--- src/rtl/regfile_wb_arbiter_if.sv ---
// regfile_wb_arbiter_if: ALU and load writeback request handshakes (valid/rd/data in, ready out)
interface regfile_wb_arbiter_if;
  logic        alu_valid;
  logic [4:0]  alu_rd;
  logic [31:0] alu_data;
  logic        alu_ready;
  logic        mem_valid;
  logic [4:0]  mem_rd;
  logic [31:0] mem_data;
  logic        mem_ready;
  modport master (
    output alu_valid, alu_rd, alu_data, mem_valid, mem_rd, mem_data,
    input  alu_ready, mem_ready
  );
  modport slave (
    input  alu_valid, alu_rd, alu_data, mem_valid, mem_rd, mem_data,
    output alu_ready, mem_ready
  );
endinterface

--- src/rtl/regfile_wb_arbiter.sv ---
// regfile_wb_arbiter: arbitrates ALU/load writebacks onto a registered regfile write port with a saturating write counter; WB_ROUND_ROBIN_EN enables round-robin, else mem wins contention
module regfile_wb_arbiter #(
  parameter int CNT_W = 16
) (
  input  logic                clk,
  input  logic                rst,
  regfile_wb_arbiter_if.slave bus,
  output logic [4:0]          rd,
  output logic [31:0]         writedata,
  output logic                regwrite,
  output logic [CNT_W-1:0]    wr_count
);
  logic        alu_win;
  logic        xfer;
  logic        wr_en;
  logic [4:0]  sel_rd;
  logic [31:0] sel_data;
`ifdef WB_ROUND_ROBIN_EN
  localparam logic [0:0] PRI_ALU = 1'b0;
  localparam logic [0:0] PRI_MEM = 1'b1;
  logic [0:0] pri;
  assign alu_win = !bus.mem_valid || pri == PRI_ALU;
  always_ff @(posedge clk)
    if (rst) pri <= PRI_ALU;
    else if (xfer) pri <= bus.alu_ready ? PRI_MEM : PRI_ALU;
`else
  assign alu_win = !bus.mem_valid;
`endif
  assign bus.alu_ready = !rst && bus.alu_valid && alu_win;
  assign bus.mem_ready = !rst && bus.mem_valid && !(bus.alu_valid && alu_win);
  assign xfer          = bus.alu_ready || bus.mem_ready;
  assign sel_rd        = bus.alu_ready ? bus.alu_rd : bus.mem_rd;
  assign sel_data      = bus.alu_ready ? bus.alu_data : bus.mem_data;
  assign wr_en         = xfer && sel_rd != 5'd0;
  always_ff @(posedge clk)
    if (rst) begin
      rd        <= '0;
      writedata <= '0;
      regwrite  <= 1'b0;
      wr_count  <= '0;
    end else begin
      regwrite <= wr_en;
      if (xfer) begin
        rd        <= sel_rd;
        writedata <= sel_data;
      end
      if (wr_en && wr_count != '1) wr_count <= wr_count + CNT_W'(1);
    end
endmodule
--- src/flat_wrapper.sv ---
// flat-port wrapper written by rule: the top's interface ports become plain ports
module regfile_wb_arbiter_flat 
#(
  parameter int CNT_W = 16
)
  (clk, rst, rd, writedata, regwrite, wr_count, bus_alu_valid, bus_alu_rd, bus_alu_data, bus_mem_valid, bus_mem_rd, bus_mem_data, bus_alu_ready, bus_mem_ready);
  regfile_wb_arbiter_if bus_i ();
  input  logic clk;
  input  logic rst;
  output logic [4:0] rd;
  output logic [31:0] writedata;
  output logic regwrite;
  output logic [CNT_W-1:0] wr_count;
  input wire logic [$bits(bus_i.alu_valid)-1:0] bus_alu_valid;
  input wire logic [$bits(bus_i.alu_rd)-1:0] bus_alu_rd;
  input wire logic [$bits(bus_i.alu_data)-1:0] bus_alu_data;
  input wire logic [$bits(bus_i.mem_valid)-1:0] bus_mem_valid;
  input wire logic [$bits(bus_i.mem_rd)-1:0] bus_mem_rd;
  input wire logic [$bits(bus_i.mem_data)-1:0] bus_mem_data;
  output wire logic [$bits(bus_i.alu_ready)-1:0] bus_alu_ready;
  output wire logic [$bits(bus_i.mem_ready)-1:0] bus_mem_ready;
  assign bus_i.alu_valid = bus_alu_valid;
  assign bus_i.alu_rd = bus_alu_rd;
  assign bus_i.alu_data = bus_alu_data;
  assign bus_i.mem_valid = bus_mem_valid;
  assign bus_i.mem_rd = bus_mem_rd;
  assign bus_i.mem_data = bus_mem_data;
  assign bus_alu_ready = bus_i.alu_ready;
  assign bus_mem_ready = bus_i.mem_ready;
  regfile_wb_arbiter #(.CNT_W(CNT_W)) u_core (.clk(clk), .rst(rst), .bus(bus_i), .rd(rd), .writedata(writedata), .regwrite(regwrite), .wr_count(wr_count));
endmodule
--- config.mk ---
export PLATFORM = sky130hd
export DESIGN_NAME = regfile_wb_arbiter_flat
export DESIGN_NICKNAME = d
export VERILOG_FILES = /design/src/rtl/regfile_wb_arbiter_if.sv /design/src/rtl/regfile_wb_arbiter.sv /design/src/flat_wrapper.sv
export SDC_FILE = /design/constraint.sdc
export NUM_CORES = 1
export LEC_CHECK = 0
export ABC_AREA = 1
export ABC_CLOCK_PERIOD_IN_PS = 1350
export BUFFER_PORTS_ARGS = -buffer_cell sky130_fd_sc_hd__buf_4
export CAP_MARGIN = 20
export CELL_PAD_IN_SITES_DETAIL_PLACEMENT = 0
export CELL_PAD_IN_SITES_GLOBAL_PLACEMENT = 1
export CORE_ASPECT_RATIO = 1.4
export CORE_MARGIN = 4
export CORE_UTILIZATION = 28
export CTS_CLUSTER_DIAMETER = 120
export CTS_CLUSTER_SIZE = 8
export DETAILED_ROUTE_END_ITERATION = 7
export HOLD_SLACK_MARGIN = 0.15
export PLACE_DENSITY = 0.84
export SLEW_MARGIN = 20
export SYNTH_ARGS = -nofsm -noshare
export SYNTH_HDL_FRONTEND = slang
export SYNTH_SLANG_ARGS = --single-unit
export TNS_END_PERCENT = 50
--- constraint.sdc ---
create_clock -name clk -period 1.35 [get_ports clk]
set_input_delay 0.135 -clock clk [delete_from_list [all_inputs] [get_ports clk]]
set_output_delay 0.135 -clock clk [all_outputs]
set_load 0.01 [all_outputs]
==> out/qor.csv, run 1 <==
stage;metric;value;unit
layout;nets;750;
route;drtPass1Iterations;5;
layout;nFillCells;1006;
sta;maxSlewHeadroom;68.34;%
sta;setup_ws;-189.6;ps
floorplanning;start_util;28.62;%
setup_path;cp.arrival;1730;ps
outcome;status;finished, violations left;
clock_tree;clk_latency;290;ps
worst_hold_path;hp-class;input port to flop;
power_and_ir_drop;power.density;768.1;nW/um^2
sta;hold_viol;0;
sta;tns;-1640;ps
yosys;synthTopCellsByArea;dfxtp_1 36%, nand2_1 21%, inv_1 11%, a22oi_1 8.1%, nand3_1 3.7%;
sta;slew_viol_final;0;
route;drc;0;
floorplanning;io_pins;134;
sta;setup_viol;16;
clock_tree;htreeDepth;2;
yosys;ys_warn_count;0;
setup_path;path_max_fanout;5;
floorplanning;die_y;130.0;um
route;wire_per_inst;12.13;um
grt;grt_pass1_vias;3355;
yosys;synth_top_area_share;36.30;%
yosys;synth_top_area_cell;dfxtp_1;
grt;overflow;0;
layout;final_util;50.36;%
sta;fmax;649.5;MHz
route;viasPerCell;4.326;
clock_tree;cts.sinks;54;
clock_tree;cts_buffers;5;
grt;grtUsageTotal;15.65;%
sta;min_period;1540;ps
layout;final_cell_mix;171 x buf_4, 155 x nand2_1, 82 x inv_1, 53 x dlygate4sd3_1, 44 x dfxtp_1;
yosys;synth_sequential_area_ratio;36.30;%
yosys;synth_area_per_cell;6.502;um^2
outcome;violations;setup timing;
layout;layout-drive-gt1-share;39.73;%
layout;layout_commonest_cell;buf_4;
placed_design;dp.cells;743;
grt;grt_antenna_before_repair;0;
run;maxCapViolCount;0;
route;routed_wl;9829;um
yosys;syn_area;2978;um^2
floorplanning;coreArea;10410;um^2
route;drt_iter0_drc;91;
power_and_ir_drop;finalPower;4.025;mW
placed_design;io_buffer_count;133;
power_and_ir_drop;peakVddDrop;0.4661;mV
yosys;netlist_instances;458;
sta;clock_skew;4.084;ps
layout;n_antenna_cell;0;
yosys;ys_types;24;
placed_design;place_ws;-204.7;ps
clock_tree;max-clock-path-buffers;2;
setup_path;cp_data_required_time;1540;ps
setup_path;critical_path_class;flop to flop;
clock_tree;cts-root-buf;clkbuf_16;
grt;grt_max_degree;34;
setup_path;startpoint_type;flop;
route;ant_nets;0;
clock_tree;cts_tree;yes;
yosys;ys_ff_latch;54;
sta;fin_crit_sh;114.0;%
floorplanning;dieArea;12370;um^2
layout;area_delta_synth_final;75.97;%
clock_tree;clkTransAtPathRegs;70;ps
sta;rsz0062_at_grt;yes;
power_and_ir_drop;p_leak;2.860;nW
route;via_count;3504;
yosys;synth_nets;537;
placed_design;post-dp-hpwl;6809;um
floorplanning;fp.dieW;95.16;um
setup_path;cp-end-kind;flop;
floorplanning;rows;44;
grt;grt_pass1_wl;15420;um
layout;fin_cells;810;
sta;tightest_slew;473.8;ps
placed_design;gp_congestion;0.7925;
-- kinds of logic after synthesis --
kind of cell    after synthesis  share of synthesized area, %
compound gates               39                         9.664
buf+inv                     115                         15.55
flops                        54                         36.30
xor+xnor                      1                        0.2942
fa+ha+maj                     1                        0.4201
simple gates                248                         37.77
-- final cells by class --
class	count	area, um^2	share of cell area [%]
clock buffers	7	153.9	2.937
clock inverters	1	7.507	0.1433
repair buffers	225	1834	35.00
inverters	96	362.8	6.925
well taps	138	172.7	3.295
multi-input cells	289	1608	30.68
flip-flops and latches	54	1101	21.01
-- synth_stat cells, drive strengths merged --
cell type and n:
dfxtp 54, ha 1, xnor2 1, nand2 168
nand4 5, o211ai 5, nor2 40, nor3 1
nand3 33, a22oi 32, nand3b 1, o21ai 2
buf 10, clkbuf 9, inv 96
-- critical path, cell delays in order, from the launching register on --
cell and delay [ps]:
dfxtp_4 370, ha_4 150, nand2_4 60, nor2_4 170, nand3_2 120, nor3_2 230
buf_4 150, nand3_2 70, nand2_2 80, nor2_2 30
-- report_power, final --
| group | internal, mW | switching, mW |
|---|---|---|
| clock network | 0.802 | 0.584 |
| logic | 0.499 | 0.410 |
| registers | 1.68 | 0.0539 |
-- worst paths after layout --
kind	start	end	slack, ps	depth (start not counted)
worst min register to register	u_core.rd[4]	u_core.rd[4]	510	2
worst max register to register	u_core.wr_count[1]	u_core.wr_count[14]	-190	9
worst min-delay path	bus_mem_data[13]	u_core.writedata[13]	160	5
worst max-delay path	u_core.wr_count[1]	u_core.wr_count[14]	-190	9
-- layer usage --
| layer | share of wire (%) | global-route usage (%) |
|---|---|---|
| met3 | 6.0 | 4.152 |
| met1 | 38 | 16.24 |
| met5 | 0 | 0 |
| met4 | 1.6 | 4.758 |
| met2 | 55 | 30.02 |
-- registers in the layout, summed over array words and instances, names as in the netlist --
| name | cells |
|---|---|
| u_core.rd | 5 |
| u_core.regwrite | 1 |
| u_core.writedata | 32 |
| u_core.wr_count | 16 |
-- what timing repair did --
item | 4_1_cts | 5_1_grt
gates cloned | 0 | 0
hold endpoints to repair | 31 | 0
setup buffers | 2 | 4
pin swaps | 5 | 14
resized for setup | 13 | 36
setup endpoints to repair | 16 | 16
hold buffers | 53 | 0
-- stage by stage --
| stage | hold WS [ps] | area, um^2 |
|---|---|---|
| 2_1_floorplan | 206.5 | 3043 |
| 3_3_place_gp | 421.9 | 4372 |
| 3_5_place_dp | 430.3 | 4372 |
| 4_1_cts | 151.2 | 5114 |
| 5_1_grt | 178.5 | 5240 |
| 6_report | 157.4 | 5240 |
(Power assumes the default switching activity.)
==> run 2, diff against run 1 <==
--- a/config.mk
+++ b/config.mk
@@ -12,13 +12,14 @@
 export CELL_PAD_IN_SITES_DETAIL_PLACEMENT = 0
 export CELL_PAD_IN_SITES_GLOBAL_PLACEMENT = 1
 export CORE_ASPECT_RATIO = 1.4
-export CORE_MARGIN = 4
+export CORE_MARGIN = 1.5
 export CORE_UTILIZATION = 28
 export CTS_CLUSTER_DIAMETER = 120
 export CTS_CLUSTER_SIZE = 8
 export DETAILED_ROUTE_END_ITERATION = 7
 export HOLD_SLACK_MARGIN = 0.15
 export PLACE_DENSITY = 0.84
+export RECOVER_POWER = 100
 export SLEW_MARGIN = 20
 export SYNTH_ARGS = -nofsm -noshare
 export SYNTH_HDL_FRONTEND = slang
==> run 2 against run 1 <==
Effect of this change: the run still ends with setup timing left; clock power up 19%; largest power group unchanged; register-to-register slack better by 90 ps; critical path depth up 2; power up 5.0%; sequential power about the same; worst setup slack better by 90 ps.
==> out/qor.csv, run 2 (synthesis gave the netlist of run 1 again) <==
stage;metric;value;unit;change
sta;rsz0062_at_grt;yes;;
worst_hold_path;hp-class;input port to flop;;
setup_path;cp_data_required_time;1540;ps;about the same
route;drtPass1Iterations;5;;unchanged
layout;layout-drive-gt1-share;30.04;%;-9.7 points
clock_tree;htreeDepth;2;;unchanged
layout;nets;747;;-0.40%
grt;grt_antenna_before_repair;0;;unchanged
floorplanning;io_pins;134;;unchanged
setup_path;cp.arrival;1640;ps;-90 ps
floorplanning;start_util;28.77;%;+0.15 points
sta;maxSlewHeadroom;68.77;%;+0.43 points
placed_design;gp_congestion;0.8045;;+1.5%
clock_tree;cts-root-buf;clkbuf_16;;
clock_tree;cts_buffers;5;;unchanged
sta;clock_skew;2.238;ps;-1.845 ps
placed_design;dpl_cell_area;4407;um^2;+0.80%
grt;grt_pass1_vias;3456;;+3.0%
setup_path;critical_path_class;flop to flop;;
clock_tree;max-clock-path-buffers;2;;unchanged
floorplanning;die_y;125.0;um;-3.8%
sta;hold_viol;0;;unchanged
setup_path;path_max_fanout;5;;unchanged
floorplanning;coreArea;10350;um^2;-0.53%
clock_tree;cts_tree;yes;;
layout;area_delta_synth_final;68.32;%;
layout;largest_registers;u_core.writedata: 32 flops, u_core.wr_count: 16 flops, u_core.rd: 5 flops;;
floorplanning;rows;44;;unchanged
sta;tightest_slew;467.4;ps;-6.371 ps
sta;min_period;1450;ps;-89.54 ps
sta;holdWs;133.9;ps;-23.49 ps
layout;layout_commonest_cell;nand2_1;;
power_and_ir_drop;p_leak;2.679;nW;-6.3%
grt;overflow;0;;unchanged
run;maxCapViolCount;0;;unchanged
sta;slew_viol_final;0;;unchanged
sta;tns;-1033;ps;+607.5 ps
placed_design;post-dp-hpwl;6460;um;-5.1%
clock_tree;cts.sinks;54;;unchanged
layout;largest_reg_flops;32;;unchanged
route;drt_iter0_drc;114;;+25%
route;via_count;3525;;+0.60%
outcome;status;finished, violations left;;
route;routed_wl;9324;um;-5.1%
layout;n_antenna_cell;0;;unchanged
layout;top_register;u_core.writedata;;
grt;grt_max_degree;34;;unchanged
clock_tree;clkTransAtPathRegs;70;ps;about the same
route;ant_nets;0;;unchanged
grt;grtUsageTotal;16.41;%;+0.76 points
layout;design_area;5012;um^2;-4.3%
layout;final_cell_mix;160 x nand2_1, 123 x buf_4, 88 x inv_1, 51 x dlygate4sd3_1;;
route;wire_per_inst;11.55;um;-4.8%
route;drc;0;;unchanged
placed_design;dp.cells;746;;+0.40%
sta;fmax;689.6;MHz;+6.2%
sta;setup_viol;16;;unchanged
power_and_ir_drop;peakVddDrop;0.4233;mV;-9.2%
power_and_ir_drop;power.density;843.2;nW/um^2;+9.8%
clock_tree;clk_latency;290;ps;about the same
outcome;violations;setup timing;;
placed_design;io_buffer_count;133;;unchanged
layout;fin_cells;807;;-0.37%
floorplanning;dieArea;11270;um^2;-8.9%
setup_path;cp-end-kind;flop;;
grt;grt_pass1_wl;15480;um;+0.36%
route;viasPerCell;4.368;;+0.97%
setup_path;startpoint_type;flop;;
floorplanning;fp.dieW;90.16;um;-5.3%
sta;setup_ws;-100.0;ps;+89.55 ps
sta;fin_crit_sh;107.4;%;-6.6 points
-- run 2: cell count changes in the layout (fill, tap and decap cells not counted), moves of 6 or more --
cell and change:
buf_4 -48, clkbuf_1 +43, inv_2 -7, nand3_1 +7, nand3_2 -7, inv_1 +6
-- run 2: worst paths after layout --
path / startpoint / end / slack [ps] / depth (start not counted)
worst max-delay path: u_core.wr_count[0] / u_core.wr_count[4] / -100 / 11
worst min-delay path: bus_alu_data[14] / u_core.writedata[14] / 130 / 5
worst max register to register: u_core.wr_count[0] / u_core.wr_count[4] / -100 / 11
worst min register to register: u_core.rd[2] / u_core.rd[2] / 500 / 2
-- run 2: per-layer routing --
layer | part of all wire [%] | vias to the layer above | global-route usage (%) | routed length (um)
met4 | 2.1 | 0 | 6.629 | 195
met1 | 41 | 1591 | 17.98 | 3821
li1 | - | 1814 | - | -
met3 | 4.1 | 19 | 2.920 | 385
met5 | 0 | - | 0 | 0
met2 | 53 | 101 | 30.75 | 4922
-- run 2: repair_timing --
| action | CTS | global route |
|---|---|---|
| pin swaps | 7 | 6 |
| hold buffers | 51 | 0 |
| setup buffers | 2 | 0 |
| gates resized for setup | 11 | 16 |
| endpoints found under the hold margin | 30 | 0 |
| endpoints found under the setup margin | 16 | 16 |
-- run 2: cell type report --
class	count	area (um^2)
inverter	96	362.8
multi-input combinational	289	1528
sequential	54	1101
clock buffer	5	125.1
tap	138	172.7
fill	1089	5338
clock inverter	3	68.82
timing repair buffer	222	1654
-- run 2: critical path, cell delays in order (launching register included) --
cell,delay (ps)
dfxtp_4,380
ha_4,150
nand2_4,60
nor2_4,150
nand4_1,150
buf_4,170
nand2_2,50
inv_2,30
nand3_2,60
nand2_1,50
nand2_1,50
nor2_1,40
-- run 2: report_power, final --
part / internal, mW / switching [mW] / total (mW)
Combinational: 0.436 / 0.403 / 0.839
Clock: 1.07 / 0.593 / 1.66
Sequential: 1.68 / 0.0527 / 1.73
-- run 2: metrics by stage --
stage	total power, mW	utilization, %	worst slack (ps)
after CTS	4.349	49.79	-141.8
after floorplan	2.125	-	1.070
after detailed placement	2.543	42.58	-198.7
final	4.227	48.43	-100.0
after global routing	4.435	48.43	-199.1
after global placement	2.528	42.58	-146.0
